$ cat config.mk
export PLATFORM = sky130hd
export DESIGN_NAME = flat_shader
export DESIGN_NICKNAME = d
export VERILOG_FILES = /design/src/rtl/flat_shader.sv
export SDC_FILE = /design/constraint.sdc
export NUM_CORES = 2
export LEC_CHECK = 0
export BUFFER_PORTS_ARGS = -buffer_cell sky130_fd_sc_hd__buf_2
export CAP_MARGIN = 20
export CORE_MARGIN = 2
export CORE_UTILIZATION = 60
export DETAILED_ROUTE_END_ITERATION = 7
export PLACE_DENSITY_LB_ADDON = 0.08
export SETUP_SLACK_MARGIN = 0.2
export SLEW_MARGIN = 15
export SYNTH_ARGS = -nofsm -noshare
export SYNTH_HDL_FRONTEND = slang
export SYNTH_SLANG_ARGS = --single-unit
$ cat constraint.sdc
create_clock -name clock -period 13.6 [get_ports clock]
set_input_delay 1.36 -clock clock [delete_from_list [all_inputs] [get_ports clock]]
set_output_delay 1.36 -clock clock [all_outputs]
set_load 0.02 [all_outputs]
$ cat src/rtl/flat_shader.sv
// Per-triangle flat shading: Lambert intensity (N.L, clamped) plus ambient scales RGB565 base colour.
// Latency: read_addr for triangle i in cycle 1+i after start, shaded write for i in cycle 5+i, done in 5+N.
// No backpressure: one triangle per cycle; the shaded-colour store must accept every write strobe.
module flat_shader #(
    parameter int ADDR_W = 12,
    parameter int COMP_W = 18
) (
    input  logic                  clock,
    input  logic                  reset,
    input  logic                  start,
    input  logic [ADDR_W:0]       num_tris,
    input  logic [3*COMP_W-1:0]   light_dir,
    input  logic [7:0]            ambient,
    output logic                  busy,
    output logic                  done,
    output logic [ADDR_W-1:0]     read_addr,
    input  logic [3*COMP_W-1:0]   normal_q,
    input  logic [15:0]           color_q,
    output logic                  shade_we,
    output logic [ADDR_W-1:0]     shade_addr,
    output logic [15:0]           shade_data
);

    localparam int PW = 2 * COMP_W;     // product width, Q4.32
    localparam int SW = PW + 2;         // dot-product sum width, Q6.32
    localparam logic [ADDR_W:0] IDX_ONE = 1;

    typedef enum logic [1:0] {IDLE, RUN, DRAIN, DONE} state_t;

    state_t                state, state_nx;
    logic [ADDR_W:0]       idx;
    logic [ADDR_W:0]       n_reg;
    logic [3*COMP_W-1:0]   light_reg;
    logic [7:0]            amb_reg;

    // pipeline valid bits and carried indices
    logic                  v1, v2, v3;
    logic [ADDR_W-1:0]     i1, i2, i3;

    // S2 registers
    logic signed [PW-1:0]  p_x, p_y, p_z;
    logic [15:0]           c2;

    // S3 registers
    logic [8:0]            t3;
    logic [15:0]           c3;

    // combinational helpers
    logic signed [COMP_W-1:0] nx, ny, nz, lx, ly, lz;
    logic signed [SW-1:0]     d_sum;
    logic [8:0]               intensity;
    logic [9:0]               amb_plus_i;
    logic [8:0]               t_nx;
    logic [15:0]              r_prod, g_prod, b_prod;
    logic [15:0]              shaded_nx;

    assign busy      = (state == RUN) || (state == DRAIN);
    assign done      = (state == DONE);
    assign read_addr = idx[ADDR_W-1:0];

    // Next-state logic: RUN issues one index per cycle, DRAIN waits for the pipe to empty
    always_comb begin
        state_nx = state;
        case (state)
            IDLE:  if (start) state_nx = (num_tris == '0) ? DONE : RUN;
            RUN:   if (idx == n_reg - IDX_ONE) state_nx = DRAIN;
            DRAIN: if (!(v1 || v2 || v3)) state_nx = DONE;
            DONE:  state_nx = IDLE;
            default: state_nx = IDLE;
        endcase
    end

    // State register, per-pass latches and the read index counter
    always_ff @(posedge clock) begin
        if (reset) begin
            state     <= IDLE;
            idx       <= '0;
            n_reg     <= '0;
            light_reg <= '0;
            amb_reg   <= '0;
        end else begin
            state <= state_nx;
            if (state == IDLE && start) begin
                n_reg     <= num_tris;
                light_reg <= light_dir;
                amb_reg   <= ambient;
                idx       <= '0;
            end else if (state == RUN) begin
                idx <= idx + IDX_ONE;
            end
        end
    end

    // Valid bits walk the pipe; reset kills everything in flight so no write follows it
    always_ff @(posedge clock) begin
        if (reset) begin
            v1       <= 1'b0;
            v2       <= 1'b0;
            v3       <= 1'b0;
            shade_we <= 1'b0;
        end else begin
            v1       <= (state == RUN);
            v2       <= v1;
            v3       <= v2;
            shade_we <= v3;
        end
    end

    // Unpack the face normal (from RAM) and the latched light vector
    always_comb begin
        nx = normal_q[3*COMP_W-1:2*COMP_W];
        ny = normal_q[2*COMP_W-1:COMP_W];
        nz = normal_q[COMP_W-1:0];
        lx = light_reg[3*COMP_W-1:2*COMP_W];
        ly = light_reg[2*COMP_W-1:COMP_W];
        lz = light_reg[COMP_W-1:0];
    end

    // S1 -> S2: full-width signed component products
    always_ff @(posedge clock) begin
        i1  <= idx[ADDR_W-1:0];
        p_x <= PW'(nx) * PW'(lx);
        p_y <= PW'(ny) * PW'(ly);
        p_z <= PW'(nz) * PW'(lz);
        c2  <= color_q;
        i2  <= i1;
    end

    // Dot product, clamp to [0,1.0] as an 8.8 intensity, add ambient and saturate at 256
    always_comb begin
        d_sum = {{2{p_x[PW-1]}}, p_x} + {{2{p_y[PW-1]}}, p_y} + {{2{p_z[PW-1]}}, p_z};
        if (d_sum[SW-1] || (d_sum == '0)) begin
            intensity = 9'd0;
        end else if (d_sum[SW-2:32] != '0) begin
            intensity = 9'd256;
        end else begin
            intensity = {1'b0, d_sum[31:24]};
        end
        amb_plus_i = {2'b00, amb_reg} + {1'b0, intensity};
        t_nx       = (amb_plus_i > 10'd256) ? 9'd256 : amb_plus_i[8:0];
    end

    // S2 -> S3: register the total light factor T
    always_ff @(posedge clock) begin
        t3 <= t_nx;
        c3 <= c2;
        i3 <= i2;
    end

    // Scale each colour channel by T/256; T = 256 returns the channel unchanged
    always_comb begin
        r_prod    = 16'(c3[15:11]) * 16'(t3);
        g_prod    = 16'(c3[10:5])  * 16'(t3);
        b_prod    = 16'(c3[4:0])   * 16'(t3);
        shaded_nx = ((r_prod >> 8) << 11) | ((g_prod >> 8) << 5) | (b_prod >> 8);
    end

    // S3 -> S4: write port registers, only updated for valid triangles
    always_ff @(posedge clock) begin
        if (reset) begin
            shade_addr <= '0;
            shade_data <= '0;
        end else if (v3) begin
            shade_addr <= i3;
            shade_data <= shaded_nx;
        end
    end

endmodule

# Yosys cells after proc, flatten, opt, wreduce, memory -nomap -nowiden
# Index checks and enable logic that the tools add are counted.
# W data, S select, Z words.
dict set report word_totals {
  regBits 307
  latchBits 0
  mem_bits_rw 0
  rom_bits 0
  output_inout_bits 43
  n_memories 0
}
dict set report op_classes {
  n_addsub 5
  n_mul 6
  div 0
  magnitude_cmp 1
  n_eq_ne 7
  shifts 0
  mux 7
  n_bitwise 2
  reduce_logical 11
}
# op n
set op_table {}
lappend op_table {{$mul A18 B18 Y36} 3}
lappend op_table {{$add A37 B36 Y38} 1}
lappend op_table {{$logic_not A38 Y1} 1}
lappend op_table {{$add A36 B36 Y37} 1}
lappend op_table {{$mux W9} 2}
lappend op_table {{$or A16 B12 Y16} 1}
lappend op_table {{$or A16 B6 Y16} 1}
lappend op_table {{$mul A6 B9 Y15} 1}
lappend op_table {{$mul A5 B9 Y14} 1}
lappend op_table {{$add A13 B1 Y13 const B} 1}
lappend op_table {{$eq A13 B13 Y1} 1}
lappend op_table {{$logic_not A13 Y1} 1}
lappend op_table {{$mul A5 B9 Y13} 1}
lappend op_table {{$sub A13 B1 Y13 const B} 1}
lappend op_table {{$add A8 B9 Y10} 1}
lappend op_table {{$gt A10 B9 Y1 const B} 1}
lappend op_table {{$mux W2} 4}
lappend op_table {{$pmux W2 S4} 1}
lappend op_table {{$reduce_bool A5 Y1} 1}
lappend op_table {{$eq A2 B2 Y1 const B} 2}
lappend op_table {{$logic_or A1 B1 Y1} 4}
lappend op_table {{$ne A2 B2 Y1 const B} 2}
lappend op_table {{$reduce_and A3 Y1} 1}
lappend op_table {{$eq A2 B1 Y1 const B} 1}
lappend op_table {{4 further kinds} 4}

# Depth between registers and ports, before layout
dict set report depth {
  ltp_word 7
  depth_mapped 25
  mapped_depth_nobuf 25
}

# Least setup slack after synthesis
# No wires, ideal clock.
dict set report synth_timing {
  path_kind {input-to-reg}
  start {in normal_q[11]}
  end {reg p_z[35]}
  arrival_ps 7675
  path_slack_ps 5813
  stages 24
  n_path_buf 2
  cell_sequence {clkbuf_1 clkbuf_1 nand2_1 fa_1 inv_1 fa_1 inv_1 fa_1 inv_1 fa_1 inv_1 fa_1 inv_1 fa_1 ha_1 a21o_1 a21o_1 a221o_1 o2111a_1 o311a_1 o31ai_4 a211oi_1 o211a_1 a2111oi_1}
}
dict set report synth_between {
  elab_chain_cells 1
}
# item line_no
set synth_lines {}
lappend synth_lines {{start: declaration} 17} ;# input logic [3*COMP_W-1:0] normal_q,
lappend synth_lines {{$mul A18 B18 Y36} 124} ;# p_z <= PW'(nz) * PW'(lz);
lappend synth_lines {{end signal: assignment} 124}
lappend synth_lines {{end: declaration} 41} ;# logic signed [PW-1:0] p_x, p_y, p_z;
# No other way between the ends.
# A chain may end at the register's enable or synchronous reset.

# Worst setup path after layout
dict set report layout_timing {
  start {in normal_q[12]}
  end {reg p_z[35]}
}
# The elaborated chain is that of the path after synthesis.

==> flow_summary_export.csv <==
group,metric,value,unit
synth,ys_ff_latch,307,
routing,ant_nets,0,
worst_setup_path,max_stage_delay,590,ps
cells_and_area,area_growth,5.268,%
synth,syn-num-nets,7023,
timing,worstMarginPinSlew,1009,ps
power,p_int,6.506,mW
timing,skew,71.42,ps
routing,first_iter_violations,1607,
placed_design,gp_congestion,0.8915,
run_status,outcome,"finished, final reports clean",
synth,synth-main-ff-cell,"dfxtp_1",
power,pwr-share-clk,7.5,%
timing,fin_crit_sh,54.29,%
cells_and_area,fin_cells,6491,
global_routing,grt_pass1_wl,195.1,mm
timing,max_slew_margin,32.70,%
synth,yosysWarnings,0,
floorplanning,io-pin-count,191,
synth,yosysMostFrequentCell,"fa_1",
timing,post-route-min-period,7384,ps
clock_network,cts_root_buffer,"clkbuf_16",
timing,timing.fmax,0.1354,GHz
floorplanning,start_util,60.39,%
cells_and_area,n_fill_cell,7118,
floorplanning,die_y,293.8,um
routing,wl_per_cell,17.91,um
clock_network,cts_buffer_depth,3,
synth,synthTopCellsByCount,"fa_1, inv_1, nand2_1",
clock_network,cts.clk_slew.worst_paths,60,ps
worst_setup_path,path_delay_family,"adder cells",
timing,finalSetupViolCount,0,
synth,seq_area_frac_synth,12.20,%
global_routing,grt_pass1_vias,37599,
global_routing,grt_max_degree,77,
power,p_per_area,262.3,nW/um^2
synth,synth_edf_count,0,
placed_design,io_buffers,190,
clock_network,cts_max_level,2,
power,p_total,13.91,mW
routing,first_pass_iters,5,
clock_network,cts_tree,"built",
power,power.switching,7.406,mW
worst_setup_path,crit_chain,"buf_2, nand2_1, fa_1, inv_1, fa_1, inv_1, fa_1, inv_1, fa_1, inv_1, fa_1, inv_1, fa_1, ha_1, a21o_1, a21o_1, a221o_1, o2111a_1, o311a_1, o31ai_4, a211oi_1, o211a_1, a2111oi_1",
timing,final_hold_viol_count,0,
global_routing,grt_use_met1,37.62,%
power,comb_power_share,80.9,%
synth,avgSynthCellArea,9.339,um^2
cells_and_area,multi_input_area,39170,um^2
floorplanning,fp.dieArea,86290,um^2
worst_setup_path,endpoint_kind,"register",
placed_design,place_inst,6421,
routing,drt-vias-per-instance,5.422,
cells_and_area,regArea,6147,um^2
global_routing,grt-busiest-layer,"met2",
routing,vias,35194,
worst_setup_path,r2r_setup_slack,6370,ps
synth,yosys.area.top_type,"fa_1",
timing,drv_slew,0,
power,switching_share,53.24,%
cells_and_area,drive_above_1_share,5.397,%
global_routing,grt_use_met3,2.523,%
global_routing,antenna_found_initial,7,
global_routing,use_met2,49.81,%
routing,drc,0,
worst_setup_path,slowest_stage,"fa_1",
worst_setup_path,crit_fanout,18,
worst_setup_path,critPathArrivalTime,7880,ps
power,ir_worst_vdd,0.2785,mV
clock_network,cts_setup_buffers,0,
synth,ys_async_sr_fraction,0,%
cells_and_area,largest_reg_flops,54,
hold_path,hold_path.class,"reg2reg",
placed_design,place_worst_setup_slack,5613,ps
synth,syn_inst,5394,
global_routing,track_usage,28.59,%
worst_setup_path,crit_required,14100,ps
synth,synth_cell_types,81,
floorplanning,rows,106,
floorplanning,dieWidth,293.8,um
routing,routed_wl,116.3,mm
clock_network,cts_made_buffers,38,
synth,synthesis.area,50380,um^2
timing,fin_ws,6216,ps
floorplanning,fp.coreArea,83420,um^2
synth,synth_area_leaders,"fa_1, dfxtp_1, ha_1, inv_1, nand2_1",
worst_setup_path,path_buf_inv,6,
clock_network,clkSinkCount,307,
synth,synth_top_area_share,43.40,%
worst_setup_path,start_kind,"input pin",
worst_setup_path,cpMostUsedCell,"fa_1",
run,maxCapViolations,0,
placed_design,post-dp-hpwl,94.13,mm
cells_and_area,fin_nets,7010,
cells_and_area,final_util,63.57,%
clock_network,ctsResizeCount,0,
power,p_seq_share,11.6,%
timing,rsz0062_at_grt,"false",
clock_network,cts_hold_buffers,0,
power,leakagePower,25.00,nW
worst_setup_path,path_class,"in2reg",
clock_network,clock_latency,620,ps
global_routing,grt-ovfl-total,0,
timing,setup-tns-final,0,ps
[cell usage in the layout (no fill, tap or decap), types with 67 or more instances in the layout]
master,instances
a21oi_1,167
and2_1,418
buf_2,189
dfxtp_1,306
fa_1,1092
ha_1,389
inv_1,1088
nand2_1,865
nand2b_1,67
nor2_1,117
xnor2_1,122
[worst paths after layout]
check          startpoint      end  cells after the start
max          normal_q[12]  p_z[35]                     23
min                i1[11]   i2[11]                      0
max reg2reg        p_x[1]    t3[7]                     23
min reg2reg        i1[11]   i2[11]                      0
[final cells by class]
cell class                      count  area share, %
Multi-Input combinational cell   3750          73.86
Clock inverter                     24         0.5262
Timing Repair Buffer              196          1.883
Antenna cell                        1       0.004719
Tap cell                         1080          2.548
Clock buffer                       45          1.880
Inverter                         1088          7.701
Sequential cell                   307          11.59
[per-stage QoR]
step | hold slack, ps | cell area [um^2]
2_1_floorplan | 309.6 | 50380
6_report | 319.4 | 53030
3_3_place_gp | 309.8 | 51750
4_1_cts | 314.8 | 53030
3_5_place_dp | 312.1 | 51750
5_1_grt | 330.7 | 53030
[per-layer routing]
metal	up-vias	wire, um
met1	18049	48900
met3	196	4608
met2	817	58730
li1	16132	-
met5	-	0
met4	0	4043
[cell families after synthesis]
group,after synthesis,synth area share [%]
AND/OR/NAND/NOR,1623,15.30
flip-flops,307,12.20
AO/OA/AOI/OAI,461,6.088
XOR/XNOR,161,2.814
buffers and inverters,1337,10.06
multiplexers,24,0.4769
adder cells (fa/ha/maj),1481,53.06
[power by group through the flow]
stage / sequential, mW / clock (mW) / combinational (mW)
final: 1.61 / 1.04 / 11.3
after global routing: 1.65 / 1.10 / 12.9
after CTS: 1.61 / 1.06 / 11.4
after detailed placement: 1.63 / 0 / 11.2
after global placement: 1.63 / 0 / 11.1
after floorplan: 1.37 / 0 / 8.60
Power figures use the tool's default switching activity.
